===== config.mk =====
export PLATFORM = sky130hd
export DESIGN_NAME = inst_sequencer_flat
export DESIGN_NICKNAME = d
export VERILOG_FILES = /design/src/rtl/inst_sequencer_pkg.sv /design/src/rtl/inst_sequencer_if.sv /design/src/rtl/inst_sequencer.sv /design/src/flat_wrapper.sv
export SDC_FILE = /design/constraint.sdc
export NUM_CORES = 1
export LEC_CHECK = 0
export ABC_AREA = 1
export ABC_CLOCK_PERIOD_IN_PS = 4000
export BUFFER_PORTS_ARGS = -buffer_cell sky130_fd_sc_hd__clkbuf_2
export CAP_MARGIN = 20
export CORE_ASPECT_RATIO = 0.75
export CORE_MARGIN = 5
export CORE_UTILIZATION = 55
export CTS_CLUSTER_SIZE = 28
export DETAILED_ROUTE_END_ITERATION = 16
export GPL_TIMING_DRIVEN = 0
export PLACE_DENSITY_LB_ADDON = 0.05
export SLEW_MARGIN = 0
export SYNTH_ARGS = -nofsm -noshare
export SYNTH_HDL_FRONTEND = slang
export SYNTH_SLANG_ARGS = --single-unit

===== constraint.sdc =====
create_clock -name clk -period 4 [get_ports clk]
set_input_delay 0.8 -clock clk [delete_from_list [all_inputs] [get_ports clk]]
set_output_delay 0.8 -clock clk [all_outputs]
set_load 0.01 [all_outputs]

===== src/rtl/inst_sequencer_pkg.sv =====
// Shared definitions for the instruction sequencer: opcode map, FSM states, word width.
package inst_sequencer_pkg;
  localparam int INST_W = 16;

  localparam logic [3:0] OP_HLT = 4'h0;
  localparam logic [3:0] OP_LDA = 4'h1;
  localparam logic [3:0] OP_STA = 4'h2;
  localparam logic [3:0] OP_ADD = 4'h3;
  localparam logic [3:0] OP_SUB = 4'h4;
  localparam logic [3:0] OP_JMP = 4'h5;
  localparam logic [3:0] OP_JMZ = 4'h6;
  localparam logic [3:0] OP_NI7 = 4'h7;
  localparam logic [3:0] OP_NI8 = 4'h8;
  localparam logic [3:0] OP_AND = 4'h9;
  localparam logic [3:0] OP_OR  = 4'ha;
  localparam logic [3:0] OP_NIB = 4'hb;
  localparam logic [3:0] OP_NIC = 4'hc;
  localparam logic [3:0] OP_XOR = 4'hd;
  localparam logic [3:0] OP_NIE = 4'he;
  localparam logic [3:0] OP_RES = 4'hf;

  typedef enum logic [2:0] {
    IDLE,
    FETCH_OP,
    FETCH_ARG,
    EXEC,
    HALT
  } seq_state_e;
endpackage


===== src/rtl/inst_sequencer_if.sv =====
// Memory port, decoder handshake and datapath status seen by the sequencer.
interface inst_sequencer_if
  import inst_sequencer_pkg::*;
#(
  parameter int ADDR_W = 16
);
  logic              start;
  logic              mem_req;
  logic [ADDR_W-1:0] mem_addr;
  logic              mem_ack;
  logic [INST_W-1:0] mem_rdata;
  logic              dec_enable;
  logic [INST_W-1:0] dec_inst;
  logic [INST_W-1:0] operand;
  logic              ctl_hlt;
  logic              ctl_jmp;
  logic              ctl_jmz;
  logic              acc_zero;
  logic              exec_busy;
  logic [ADDR_W-1:0] pc;
  logic              halted;

  modport master (
    input  start, mem_ack, mem_rdata, ctl_hlt, ctl_jmp, ctl_jmz, acc_zero, exec_busy,
    output mem_req, mem_addr, dec_enable, dec_inst, operand, pc, halted
  );

  modport slave (
    output start, mem_ack, mem_rdata, ctl_hlt, ctl_jmp, ctl_jmz, acc_zero, exec_busy,
    input  mem_req, mem_addr, dec_enable, dec_inst, operand, pc, halted
  );
endinterface


===== src/rtl/inst_sequencer.sv =====
// Fetch/control stage: fetches two-word instructions, hands the opcode to the decoder
// and resolves hlt/jmp/jmz from the decoder's controls.
module inst_sequencer
  import inst_sequencer_pkg::*;
#(
  parameter int                ADDR_W     = 16,
  parameter logic [ADDR_W-1:0] START_ADDR = '0
) (
  input  logic             clk,
  input  logic             rst,
  inst_sequencer_if.master bus
);
  seq_state_e        state;
  logic [ADDR_W-1:0] pc_q;
  logic [ADDR_W-1:0] pc_arg;
  logic [INST_W-1:0] inst_q;
  logic [INST_W-1:0] arg_q;
  logic              take_branch;

  assign pc_arg      = pc_q + ADDR_W'(1);
  assign take_branch = bus.ctl_jmp | (bus.ctl_jmz & bus.acc_zero);

  always_ff @(posedge clk or posedge rst) begin
    if (rst) begin
      state  <= IDLE;
      pc_q   <= START_ADDR;
      inst_q <= '0;
      arg_q  <= '0;
    end else begin
      case (state)
        IDLE, HALT: if (bus.start) begin
          pc_q  <= START_ADDR;
          state <= FETCH_OP;
        end
        FETCH_OP: if (bus.mem_ack) begin
          inst_q <= bus.mem_rdata;
          state  <= FETCH_ARG;
        end
        FETCH_ARG: if (bus.mem_ack) begin
          arg_q <= bus.mem_rdata;
          state <= EXEC;
        end
        // hlt leaves pc on the halting instruction; busy re-evaluates controls next cycle
        EXEC: if (!bus.exec_busy) begin
          if (bus.ctl_hlt) begin
            state <= HALT;
          end else begin
            pc_q  <= take_branch ? arg_q[ADDR_W-1:0] : pc_q + ADDR_W'(2);
            state <= FETCH_OP;
          end
        end
        default: state <= IDLE;
      endcase
    end
  end

  assign bus.mem_req    = (state == FETCH_OP) || (state == FETCH_ARG);
  assign bus.mem_addr   = (state == FETCH_ARG) ? pc_arg :
                          (state == FETCH_OP)  ? pc_q   : '0;
  assign bus.dec_enable = (state == EXEC);
  assign bus.halted     = (state == HALT);
  assign bus.dec_inst   = inst_q;
  assign bus.operand    = arg_q;
  assign bus.pc         = pc_q;
endmodule


===== src/flat_wrapper.sv =====
// flat-port wrapper written by rule: the top's interface ports become plain ports
module inst_sequencer_flat import inst_sequencer_pkg::*;
#(
  parameter int                ADDR_W     = 16,
  parameter logic [ADDR_W-1:0] START_ADDR = '0
)
  (clk, rst, bus_start, bus_mem_ack, bus_mem_rdata, bus_ctl_hlt, bus_ctl_jmp, bus_ctl_jmz, bus_acc_zero, bus_exec_busy, bus_mem_req, bus_mem_addr, bus_dec_enable, bus_dec_inst, bus_operand, bus_pc, bus_halted);
  inst_sequencer_if #(.ADDR_W(ADDR_W)) bus_i ();
  input  logic clk;
  input  logic rst;
  input wire logic [$bits(bus_i.start)-1:0] bus_start;
  input wire logic [$bits(bus_i.mem_ack)-1:0] bus_mem_ack;
  input wire logic [$bits(bus_i.mem_rdata)-1:0] bus_mem_rdata;
  input wire logic [$bits(bus_i.ctl_hlt)-1:0] bus_ctl_hlt;
  input wire logic [$bits(bus_i.ctl_jmp)-1:0] bus_ctl_jmp;
  input wire logic [$bits(bus_i.ctl_jmz)-1:0] bus_ctl_jmz;
  input wire logic [$bits(bus_i.acc_zero)-1:0] bus_acc_zero;
  input wire logic [$bits(bus_i.exec_busy)-1:0] bus_exec_busy;
  output wire logic [$bits(bus_i.mem_req)-1:0] bus_mem_req;
  output wire logic [$bits(bus_i.mem_addr)-1:0] bus_mem_addr;
  output wire logic [$bits(bus_i.dec_enable)-1:0] bus_dec_enable;
  output wire logic [$bits(bus_i.dec_inst)-1:0] bus_dec_inst;
  output wire logic [$bits(bus_i.operand)-1:0] bus_operand;
  output wire logic [$bits(bus_i.pc)-1:0] bus_pc;
  output wire logic [$bits(bus_i.halted)-1:0] bus_halted;
  assign bus_i.start = bus_start;
  assign bus_i.mem_ack = bus_mem_ack;
  assign bus_i.mem_rdata = bus_mem_rdata;
  assign bus_i.ctl_hlt = bus_ctl_hlt;
  assign bus_i.ctl_jmp = bus_ctl_jmp;
  assign bus_i.ctl_jmz = bus_ctl_jmz;
  assign bus_i.acc_zero = bus_acc_zero;
  assign bus_i.exec_busy = bus_exec_busy;
  assign bus_mem_req = bus_i.mem_req;
  assign bus_mem_addr = bus_i.mem_addr;
  assign bus_dec_enable = bus_i.dec_enable;
  assign bus_dec_inst = bus_i.dec_inst;
  assign bus_operand = bus_i.operand;
  assign bus_pc = bus_i.pc;
  assign bus_halted = bus_i.halted;
  inst_sequencer #(.ADDR_W(ADDR_W), .START_ADDR(START_ADDR)) u_core (.clk(clk), .rst(rst), .bus(bus_i));
endmodule

; ---- After elaboration in Yosys (flattened, before gate mapping)
; Cells that the tools add are included.
[word_totals]
register_bits = 51
inputBits = 25
out_inout_bits = 67
wordCells = 38
[classes]
add_sub_neg = 2
n_eq_ne = 9
mux = 13
bitwise_logic = 2
n_reduce_logical = 8
[op_table]
columns = operator, count
row1 = $mux 16, 6
row2 = $pmux 16 s2, 1
row3 = $add 16x1->16 const B, 1
row4 = $add 16x2->16 const B, 1
row5 = $mux 3, 5
row6 = $pmux 3 s4, 1
row7 = $ne 2x2->1 const B, 5
row8 = $reduce_and 4->1, 2
row9 = $eq 3x2->1 const B, 2
row10 = $reduce_and 2->1, 2
row11 = $eq 3x1->1 const B, 1
row12 = $eq 3x3->1 const B, 1
row13 = $logic_not 3->1, 1
row14 = $reduce_bool 2->1, 1
row15 = $reduce_or 2->1, 1
row16 = $and 1x1->1, 1
row17 = $logic_or 1x1->1, 1
row18 = $or 1x1->1, 1

; ---- Logic depth before layout (Yosys ltp)
[depth]
ltp_word = 6
mapped_depth = 9
depth_no_buf = 9

; ---- Worst setup path before layout
; Ideal clock, no wire load.
[synth_timing]
kind = register -> output
from = reg u_core.pc_q[2] (netlist: u_core.bus.pc[2])
to = out bus_mem_addr[11]
t_arrival_ns = 1.553
required_ns = 3.200
slack_ns = 1.647
path_stages_with_launch = 10
path_buffers = 0
cell_sequence = dfrtp_1 > ha_1 > nand3_1 > nor2_1 > nand2_1 > inv_1 > nand2_1 > nand2_1 > nand3_1 > nand2_1
[synth_between]
elab_chain_len = 2
[synth_rtl]
columns = item, line
row1 = from (decl), inst_sequencer.sv:14  ; logic [ADDR_W-1:0] pc_q;
row2 = from (signal assigned), inst_sequencer.sv:48  ; pc_q <= take_branch ? arg_q[ADDR_W-1:0] : pc_q + ADDR_W'(2);
row3 = $add 16x1->16, inst_sequencer.sv:20  ; assign pc_arg = pc_q + ADDR_W'(1);
row4 = $mux 16, inst_sequencer.sv:58  ; assign bus.mem_addr = (state == FETCH_ARG) ? pc_arg :
row5 = to (decl), flat_wrapper.sv:20  ; output wire logic [$bits(bus_i.mem_addr)-1:0] bus_mem_addr;
; No other way between the ends.

; ---- Worst setup path in the final report
; Same ends and word-level chain as after synthesis.

==> flow_summary.toml <==
[final_layout]
layout.nets = 548
syn2layout_area_growth_pct = 23.3
design_area_um2 = 3580
diodes = 0
stdcell_count = 594
drive_above_1_share_pct = 21.1

[power]
power.leakage_nw = 1.90
intPower_w = 0.00126
power.switching_w = 0.00101
power_density_nw_per_um2 = 632
comb_power_share_pct = 43.9
clockPowerShare_pct = 15.8
irDropWorstVdd_v = 0.000452
fin_total_pwr_w = 0.00226
switching_share_pct = 44.4
p_seq_share_pct = 40.3

[floorplan]
start_util_pct = 58.0
die_w_um = 93.9
std_cell_rows = 22
io_pins = 92
fp.dieArea_um2 = 6850
coreArea_um2 = 5010
die_h_um = 72.9

[logic_synthesis]
synth_fa_ha_area_share_pct = 0.861
yosys.area.top_type = "dfrtp_1"
synthArstFlopShare_pct = 100
synth_commonest_cells = "nand2_1 (144), o21ai_0 (53), dfrtp_1 (51)"
synth_edf_count = 0
yosys.cell_count.top_type = "nand2_1"
syn-num-nets = 449
synth_compound_area_share_pct = 12.5
avgSynthCellArea_um2 = 6.88
yosys.area_share.simple_pct = 33.5
synthTopCellsByArea = "dfrtp_1 (44%), nand2_1 (19%), o21ai_0 (9.1%)"
synth_top_family_by_area = "simple AND/OR/NAND/NOR gates"
ys_dominant_reg_cell = "dfrtp_1"
syn_area_um2 = 2910
synth_mux_area_share_pct = 0
synthXorXnorAreaFrac_pct = 0.904
ys_ff_latch = 51
yosysWarnings = 0
yosysSeqAreaShare_pct = 43.9
synth_top_area_share_pct = 43.9
syn_inst = 422
synth_cell_types = 26

[route]
vias = 3119
drc_errors = 0
drt_iter0_drc = 286
wl_per_cell_um = 14.1
avgViaCountPerCell = 5.25
firstDrtPassIters = 5
wirelength_mm = 8.35
ant_nets = 0

[clock_tree]
clk_latency_ns = 0.30
numCtsBuffers = 5
root_buffer = "clkbuf_8"
cts_resized = 0
tritoncts = "done"
htreeDepth = 2
clk_pin_slew_ns = 0.09
post_cts_buffers = 0
clock_sink_count = 51
cts_hold_buf = 0
clockBufferDepth = 2

[timing]
fin_skew_ns = 0.00416
fmax_mhz = 326
slew_headroom_pct = 64.2
tns_ns = 0
finalHoldViolCount = 0
rsz0062_at_grt = "no"
tightestPinTransition_ns = 0.536
fin_crit_ns = 3.07
fin_crit_sh_pct = 76.7
finalSetupViolCount = 0
slew_violations = 0

[placed_design]
io_buffers = 91
detailed_place_hpwl_mm = 6.47
place_area_um2 = 3470
gp_congestion = 0.930
dp_cells = 586

[critical_path]
ff2ff_setup_slack_ns = 2.26
critPathKind = "flop to primary output"
crit_required_ns = 3.20
path_cells = "ha_1, nand3_1, nor2_1, nand2_1, inv_1, nand2_1, nand2_1, nand3_1, nand2_1, clkbuf_2"
r2r_start = "u_core.bus.pc[2]"
end_kind = "primary output"
slowest_delay_ns = 0.52
crit_arrival_ns = 2.27
cp_common_cell = "nand2_1"
crit_buf_inv = 2
cp_slowest_cell = "dfrtp_1"
cpLargestDelayFamily = "simple AND/OR/NAND/NOR gates"
start_kind = "flop"
cp_max_fo = 9
reg2reg_depth = 8
r2r-end = "u_core.bus.pc[15]"

[global_routing]
grt_antenna_before_repair = 0
grt_pass1_wl_mm = 13.8
track_usage_pct = 25.5
grt_pass1_vias = 2889
overflow = 0
grt_max_degree = 40

[run]
maxCapViolations = 0

[min_path]
hp-class = "input pin to asynchronous set/reset pin"

[outcome]
outcome = "finished clean"
==> metrics by stage <==
stage | worst slack, ns | utilization [%] | hold slack (ns)
2_1_floorplan | 1.65 | - | 0.519
3_3_place_gp | 1.31 | 68.9 | 0.469
3_5_place_dp | 1.30 | 69.3 | 0.476
4_1_cts | 0.957 | 71.5 | 0.419
5_1_grt | 0.685 | 71.5 | 0.420
6_report | 0.931 | 71.5 | 0.419
==> layout make-up <==
| cell class | instances | area [µm²] |
|---|---|---|
| plain buffers | 15 | 65.1 |
| clock buffers | 6 | 72.6 |
| clock inverters | 2 | 38.8 |
| fillers | 460 | 1430 |
| inverters | 47 | 176 |
| multi-input cells | 309 | 1390 |
| flip-flops and latches | 51 | 1280 |
| well taps | 72 | 90.1 |
| repair buffers | 92 | 475 |
==> worst register-to-register path, delay by kind of cell, from the launching register on <==
| kind | cells | cell delay, ns |
|---|---|---|
| and+or+nand+nor | 7 | 0.82 |
| adders and majority gates | 1 | 0.30 |
| DFF | 1 | 0.52 |
==> sequential cells by signal (all words and copies together) (netlist names) <==
register,flops
u_core.bus.pc,16
u_core.bus.operand,16
u_core.state,3
u_core.bus.dec_inst,16
==> power groups by stage <==
stage | sequential, W | clock (W) | combinational [W]
floorplan | 0.000956 | 0 | 0.000512
global placement | 0.000908 | 0 | 0.000960
detailed placement | 0.000913 | 0 | 0.000992
CTS | 0.000905 | 0.000364 | 0.000996
global route | 0.000944 | 0.000392 | 0.00112
finish | 0.000912 | 0.000358 | 0.000994
==> routing by layer <==
layer  routed length (µm)  track usage (%)  part of all wire (%)
met1                 3950             35.8                    47
met4                   65             4.65                  0.78
met2                 3740             41.2                    45
met5                    0                0                     0
met3                  601             5.67                   7.2
==> how the worst max path moves through the flow <==
stage               cells past startpoint        startpoint  slack, ns                to
global route                           10  u_core.bus.pc[2]       0.68  bus_mem_addr[11]
detailed placement                     10  u_core.bus.pc[2]       1.30  bus_mem_addr[11]
finish                                 10  u_core.bus.pc[2]       0.93  bus_mem_addr[11]
floorplan                               9  u_core.bus.pc[2]       1.65  bus_mem_addr[11]
global placement                        2               rst       1.31   u_core.state[0]
CTS                                    10  u_core.bus.pc[2]       0.96  bus_mem_addr[11]
==> kinds of logic (layout without fill, tap and decap cells) <==
kind of cell,Yosys count,after routing
flops,51,51
fa+ha+maj,2,2
buf+inv,62,162
simple gates,235,235
compound gates,69,69
xor+xnor,3,3
==> cells in the final DEF (no fill, tap or decap), types with 2 or more instances in the layout <==
master,instances
o22ai_1,5
nor2_1,37
clkbuf_1,11
o21ai_1,2
nand3_1,39
clkbuf_8,5
nand4_1,7
or2_2,2
a21oi_1,6
buf_2,4
clkbuf_2,91
ha_1,2
xor2_1,2
nand2_1,144
inv_1,46
dfrtp_1,51
o21ai_0,53
No activity file was read; power rests on OpenSTA's default activity.
